File: src/rtl/ibex_arb_pkg.sv
`default_nettype none
// ============================================================================
// Module      : ibex_arb_pkg
// Description : Shared types for the two-host memory arbiter: the bus request
//               payload, the source tag and the payload a fetch drives.
// Revision    : 1.0 - initial release
// ============================================================================
package ibex_arb_pkg;

    // Request payload carried from a host to the bus
    typedef struct packed {
        logic        we;
        logic [3:0]  be;
        logic [31:0] addr;
        logic [31:0] wdata;
        logic [6:0]  wdata_intg;
    } ibex_arb_pkt_t;

    // Originating host of a transaction
    typedef enum logic {
        ArbSrcInstr = 1'b0,
        ArbSrcData  = 1'b1
    } arb_src_e;

    // Fetches are full-word reads with no write data
    localparam ibex_arb_pkt_t ArbFetchDefault = '{
        we:         1'b0,
        be:         4'hF,
        addr:       32'h0,
        wdata:      32'h0,
        wdata_intg: 7'h0
    };

    // Build the bus payload for a fetch of the given address
    function automatic ibex_arb_pkt_t arb_fetch_pkt(input logic [31:0] addr);
        ibex_arb_pkt_t pkt;
        pkt      = ArbFetchDefault;
        pkt.addr = addr;
        return pkt;
    endfunction

endpackage
`default_nettype wire

File: src/rtl/ibex_arb_src_fifo.sv
`default_nettype none
// ============================================================================
// Module      : ibex_arb_src_fifo
// Description : In-order record of which host owns each outstanding bus
//               transaction. One tag per entry, parameterised depth.
// Revision    : 1.0 - initial release
// ============================================================================
module ibex_arb_src_fifo
    import ibex_arb_pkg::*;
#(
    parameter int unsigned Depth = 2
) (
    input  logic     clk_i,
    input  logic     rst_ni,
    input  logic     push_i,
    input  arb_src_e data_i,
    input  logic     pop_i,
    output logic     full_o,
    output logic     empty_o,
    output arb_src_e head_o
);

    localparam int unsigned PtrW = (Depth > 1) ? $clog2(Depth) : 1;
    localparam int unsigned CntW = $clog2(Depth + 1);
    localparam logic [PtrW-1:0] PtrLast = PtrW'(Depth - 1);
    localparam logic [CntW-1:0] CntFull = CntW'(Depth);

    arb_src_e        mem_q [Depth];
    logic [PtrW-1:0] wptr_q, wptr_d;
    logic [PtrW-1:0] rptr_q, rptr_d;
    logic [CntW-1:0] cnt_q, cnt_d;
    logic            push_en;
    logic            pop_en;

    // Pointers wrap explicitly so non-power-of-two depths work
    function automatic logic [PtrW-1:0] ptr_inc(input logic [PtrW-1:0] p);
        return (p == PtrLast) ? '0 : p + 1'b1;
    endfunction

    assign full_o  = (cnt_q == CntFull);
    assign empty_o = (cnt_q == '0);
    assign head_o  = mem_q[rptr_q];

    // A push into a full FIFO or a pop from an empty one is ignored
    assign push_en = push_i & ~full_o;
    assign pop_en  = pop_i & ~empty_o;

    // Next pointer and occupancy; push+pop together leaves occupancy unchanged
    always_comb begin
        wptr_d = push_en ? ptr_inc(wptr_q) : wptr_q;
        rptr_d = pop_en ? ptr_inc(rptr_q) : rptr_q;
        cnt_d  = cnt_q;
        if (push_en && !pop_en) begin
            cnt_d = cnt_q + 1'b1;
        end else if (pop_en && !push_en) begin
            cnt_d = cnt_q - 1'b1;
        end
    end

    // Pointer and occupancy registers
    always_ff @(posedge clk_i) begin
        if (!rst_ni) begin
            wptr_q <= '0;
            rptr_q <= '0;
            cnt_q  <= '0;
        end else begin
            wptr_q <= wptr_d;
            rptr_q <= rptr_d;
            cnt_q  <= cnt_d;
        end
    end

    // Tag storage, written at the tail on an accepted push
    always_ff @(posedge clk_i) begin
        if (!rst_ni) begin
            for (int i = 0; i < int'(Depth); i++) begin
                mem_q[i] <= ArbSrcInstr;
            end
        end else if (push_en) begin
            mem_q[wptr_q] <= data_i;
        end
    end

endmodule
`default_nettype wire

File: src/rtl/ibex_mem_arbiter.sv
`default_nettype none
// ============================================================================
// Module      : ibex_mem_arbiter
// Description : Merges the fetch and load/store request ports onto a single
//               req/gnt/rvalid bus. Tracks the source of each outstanding
//               transaction and steers rvalid back to its originating host.
//               Response data/error are broadcast outside this block.
// Options     : IBEX_MEM_ARB_RR_EN - round-robin arbitration on contention;
//               when undefined, data has fixed priority over instr.
// Revision    : 1.0 - initial release
// ============================================================================
module ibex_mem_arbiter
    import ibex_arb_pkg::*;
#(
    parameter int unsigned MaxOutstanding = 2
) (
    input  logic          clk_i,
    input  logic          rst_ni,

    input  logic          instr_req_i,
    input  logic [31:0]   instr_addr_i,
    output logic          instr_gnt_o,
    output logic          instr_rvalid_o,

    input  logic          data_req_i,
    input  ibex_arb_pkt_t data_pkt_i,
    output logic          data_gnt_o,
    output logic          data_rvalid_o,

    output logic          bus_req_o,
    output ibex_arb_pkt_t bus_pkt_o,
    input  logic          bus_gnt_i,
    input  logic          bus_rvalid_i,

    output logic          busy_o,
    output logic          spurious_rsp_o
);

    arb_src_e winner;
    arb_src_e lock_src_q, lock_src_d;
    logic     lock_q, lock_d;
    logic     winner_req;
    logic     fifo_full;
    logic     fifo_empty;
    arb_src_e fifo_head;
    logic     push;
    logic     pop;

`ifdef IBEX_MEM_ARB_RR_EN
    arb_src_e last_q, last_d;
`endif

    // Pick the winning host; an unanswered request keeps ownership of the bus
    always_comb begin
        winner = ArbSrcInstr;
        if (lock_q) begin
            winner = lock_src_q;
        end else if (data_req_i && instr_req_i) begin
`ifdef IBEX_MEM_ARB_RR_EN
            winner = (last_q == ArbSrcData) ? ArbSrcInstr : ArbSrcData;
`else
            winner = ArbSrcData;
`endif
        end else if (data_req_i) begin
            winner = ArbSrcData;
        end
    end

    assign winner_req = (winner == ArbSrcData) ? data_req_i : instr_req_i;

    // Full depends only on registered occupancy, so rvalid never reaches req
    assign bus_req_o = rst_ni & winner_req & ~fifo_full;
    assign bus_pkt_o = (winner == ArbSrcData) ? data_pkt_i
                                              : arb_fetch_pkt(instr_addr_i);

    assign push        = bus_req_o & bus_gnt_i;
    assign instr_gnt_o = push & (winner == ArbSrcInstr);
    assign data_gnt_o  = push & (winner == ArbSrcData);

    // Responses retire the oldest outstanding tag; with none pending they are flagged
    assign pop            = rst_ni & bus_rvalid_i & ~fifo_empty;
    assign instr_rvalid_o = pop & (fifo_head == ArbSrcInstr);
    assign data_rvalid_o  = pop & (fifo_head == ArbSrcData);
    assign spurious_rsp_o = rst_ni & bus_rvalid_i & fifo_empty;
    assign busy_o         = ~fifo_empty;

    // Lock next-state: set on a stalled request, released on grant
    always_comb begin
        lock_d     = lock_q;
        lock_src_d = lock_src_q;
        if (bus_req_o && !bus_gnt_i) begin
            lock_d     = 1'b1;
            lock_src_d = winner;
        end else if (bus_req_o && bus_gnt_i) begin
            lock_d = 1'b0;
        end
    end

    // Lock state register
    always_ff @(posedge clk_i) begin
        if (!rst_ni) begin
            lock_q     <= 1'b0;
            lock_src_q <= ArbSrcInstr;
        end else begin
            lock_q     <= lock_d;
            lock_src_q <= lock_src_d;
        end
    end

`ifdef IBEX_MEM_ARB_RR_EN
    // Round-robin pointer follows the most recently granted host
    always_comb begin
        last_d = push ? winner : last_q;
    end

    // Round-robin pointer register, instr counted as last after reset
    always_ff @(posedge clk_i) begin
        if (!rst_ni) begin
            last_q <= ArbSrcInstr;
        end else begin
            last_q <= last_d;
        end
    end
`endif

    ibex_arb_src_fifo #(
        .Depth (MaxOutstanding)
    ) u_src_fifo (
        .clk_i   (clk_i),
        .rst_ni  (rst_ni),
        .push_i  (push),
        .data_i  (winner),
        .pop_i   (pop),
        .full_o  (fifo_full),
        .empty_o (fifo_empty),
        .head_o  (fifo_head)
    );

endmodule
`default_nettype wire

File: config.mk
export PLATFORM = sky130hd
export DESIGN_NAME = ibex_mem_arbiter
export DESIGN_NICKNAME = d
export VERILOG_FILES = /design/src/rtl/ibex_arb_pkg.sv /design/src/rtl/ibex_arb_src_fifo.sv /design/src/rtl/ibex_mem_arbiter.sv
export SDC_FILE = /design/constraint.sdc
export NUM_CORES = 1
export LEC_CHECK = 0
export CORE_MARGIN = 4
export CORE_UTILIZATION = 22
export CTS_CLUSTER_SIZE = 40
export DETAILED_ROUTE_END_ITERATION = 8
export MAX_ROUTING_LAYER = met4
export PLACE_DENSITY = 0.85
export SYNTH_ARGS = -nofsm -noshare
export SYNTH_HDL_FRONTEND = slang
export SYNTH_HIERARCHICAL = 1
export SYNTH_SLANG_ARGS = --single-unit
File: constraint.sdc
create_clock -name clk_i -period 2.25 [get_ports clk_i]
set_input_delay 0.225 -clock clk_i [delete_from_list [all_inputs] [get_ports clk_i]]
set_output_delay 0.225 -clock clk_i [all_outputs]
set_load 0.01 [all_outputs]
==> flow_summary.json <==
{
  "outcome": "completed",
  "cts_hold_buf": 0,
  "syn2layout_area_growth_pct": 185,
  "synthFlopType": "dfxtp_1",
  "whs_ps": 468,
  "synth_area_um2": 1210,
  "cap_violations": 0,
  "place.gp.congestion": 0.737,
  "setup_viol": 0,
  "cts_tree": "yes",
  "hp-class": "register to register",
  "rrSetupSlack_ps": 170,
  "netlist_instances": 140,
  "dr.pass1.iters": 4,
  "grt.overflow.total": 0,
  "cp_max_fo": 26,
  "core_um2": 5240,
  "max_freq_mhz": 455,
  "cts_made_buffers": 3,
  "power_density_nw_per_um2": 337,
  "leakage_nw": 1.58,
  "diodes": 0,
  "synth-simple-area-share_pct": 33.5,
  "grt_use_met2_pct": 32.1,
  "synthAdderAreaFrac_pct": 1.03,
  "htreeDepth": 1,
  "routed_wl_mm": 6.43,
  "max_stage_delay_ps": 490,
  "nets": 462,
  "total_power_mw": 1.17,
  "synth_area_per_cell_um2": 8.68,
  "dpl.hpwl_mm": 5.56,
  "io_buffers": 196,
  "seqCellArea_um2": 185,
  "busiest_layer": "met2",
  "synth_compound_area_share_pct": 6.80,
  "relSlewSlack_pct": 74.8,
  "clk_pin_slew_worst_paths_ps": 40,
  "clock_path_buffers": 2,
  "final_max_slew_viol_count": 0,
  "io-pin-count": 197,
  "peakVddDrop_v": 0.000196,
  "cp-start-kind": "register",
  "insertion_delay_ps": 230,
  "cp_slowest_cell": "clkdlybuf4s50_1",
  "synth_seq_cells": 9,
  "grtUsageTotal_pct": 17.0,
  "die_y_um": 82.3,
  "cts_root_buf": "clkbuf_8",
  "fillCellCount": 423,
  "cp_data_arrival_time_ps": 1970,
  "worst-setup-path-type": "register to output pin",
  "required_ps": 2030,
  "worst_pin_slew_ps": 374,
  "first_global_vias": 1830,
  "crit_path_end_kind": "output pin",
  "drt_iter0_markers": 46,
  "drcViolationCount": 0,
  "use_met1_pct": 16.0,
  "path_cells": "mux2i_4, buf_12, mux2_2, clkdlybuf4s50_1",
  "synth_top_family_by_area": "multiplexers",
  "crit_family": "buffers and inverters",
  "antenna_found_initial": 0,
  "cts_sinks": 9,
  "synth_mux_area_share_pct": 34.9,
  "grt_pass1_wl_mm": 8.56,
  "die_area_um2": 6770,
  "synthArstFlopShare_pct": 0,
  "wire_per_inst_um": 15.4,
  "via_count": 1783,
  "ant_nets": 0,
  "synthDistinctLibCells": 31,
  "fin_skew_ps": 0.960,
  "dieWidth_um": 82.3,
  "hold_viol_final": 0,
  "multi_input_area_um2": 952,
  "drive_gt1_share_pct": 17.9,
  "syn-num-nets": 255,
  "synth_xor_area_share_pct": 2.16,
  "rows": 26,
  "viasPerCell": 4.29,
  "grt_max_degree": 27,
  "fin_crit_sh_pct": 97.6,
  "synth_edf_count": 0,
  "ys_warn_count": 6,
  "rsz0062_at_grt": "no",
  "seq_area_frac_synth_pct": 14.8,
  "start_util_pct": 23.2,
  "path_buf_inv": 2,
  "grt_use_met3_pct": 6.07,
  "min_period_ps": 2200
}
-- power by group --
group | internal, mW | switching, mW | leakage (nW)
Combinational | 0.533 | 0.268 | 1.48
Sequential | 0.172 | 0.0132 | 0.0743
Clock | 0.123 | 0.0590 | 0.0228
Total | 0.828 | 0.340 | 1.58
-- worst reg2reg max path: cells and delay by family, from the launching register on --
kind | cells | cell delay, ps
simple gates | 3 | 640
compound gates | 3 | 580
buf+inv | 2 | 220
fa+ha+maj | 1 | 250
flops | 1 | 330
-- cell usage after synthesis (3+ instances only) --
master	n	area [µm²]
buf_6	4	45.0
mux2i_1	3	30.0
dfxtp_1	9	180
inv_1	3	11.3
and2b_2	5	43.8
nor2b_1	35	219
or2_1	4	25.0
and2_1	4	25.0
nand2_1	7	26.3
mux2_2	33	372
o21ai_0	4	20.0
nor2_1	5	18.8
-- repair_timing --
action	4_1_cts	5_1_grt
cloned	1	0
buffers inserted	1	0
gates resized for setup	13	26
setup endpoints to repair	38	26
-- through the flow --
stage | setup slack (ps) | cell area, µm² | instances | utilization (%) | setup TNS (ps)
after floorplan | 204 | 1210 | 140 | - | 0
after global placement | -57.2 | 3310 | 410 | 63.2 | -426
after detailed placement | -111 | 3310 | 410 | 63.2 | -1070
after CTS | 2.72 | 3400 | 416 | 64.9 | 0
after global routing | 1.72 | 3460 | 416 | 66.1 | 0
final | 53.6 | 3460 | 416 | 66.1 | 0
-- cells by family after synthesis --
family / count (synthesis)
xor gates and xnor gates: 3
and+or+nand+nor: 67
muxes: 37
AOI/OAI and AO/OA: 12
adders and majority gates: 1
buffers and inverters: 11
DFF: 9
-- routing by layer --
| layer | vias up | routed length (µm) |
|---|---|---|
| met2 | 127 | 3390 |
| met3 | 8 | 843 |
| met4 | 0 | 121 |
| li1 | 883 | - |
| met1 | 765 | 2080 |
| met5 | - | 0 |
-- worst paths after layout --
path	depth (start not counted)	start	end
worst min register to register	2	u_src_fifo/mem_q[1]	u_src_fifo/mem_q[1]
worst max register to register	9	u_src_fifo/cnt_q[1]	u_src_fifo/cnt_q[1]
worst max-delay path	4	lock_q	bus_pkt_o[47]
worst min-delay path	2	u_src_fifo/mem_q[1]	u_src_fifo/mem_q[1]
-- cell usage in the layout (no fill, tap or decap), types with 3 or more instances in the layout --
master / n
clkdlybuf4s50_1: 160
nor2b_1: 35
mux2_2: 33
dlymetal6s2s_1: 26
dlygate4sd2_1: 10
buf_4: 10
nand2_1: 7
dfxtp_1: 7
and2b_2: 5
nor2_1: 5
or2_1: 4
and2_1: 4
o21ai_0: 4
inv_1: 3
mux2i_1: 3
clkbuf_8: 3
buf_12: 3
-- final cells by class --
type	instances	share of cell area, %
Tap cell	70	2.53
Inverter	3	0.325
Clock buffer	4	1.30
Sequential cell	9	5.35
Multi-Input combinational cell	120	27.5
Timing Repair Buffer	210	63.0
(Power assumes the default switching activity.)
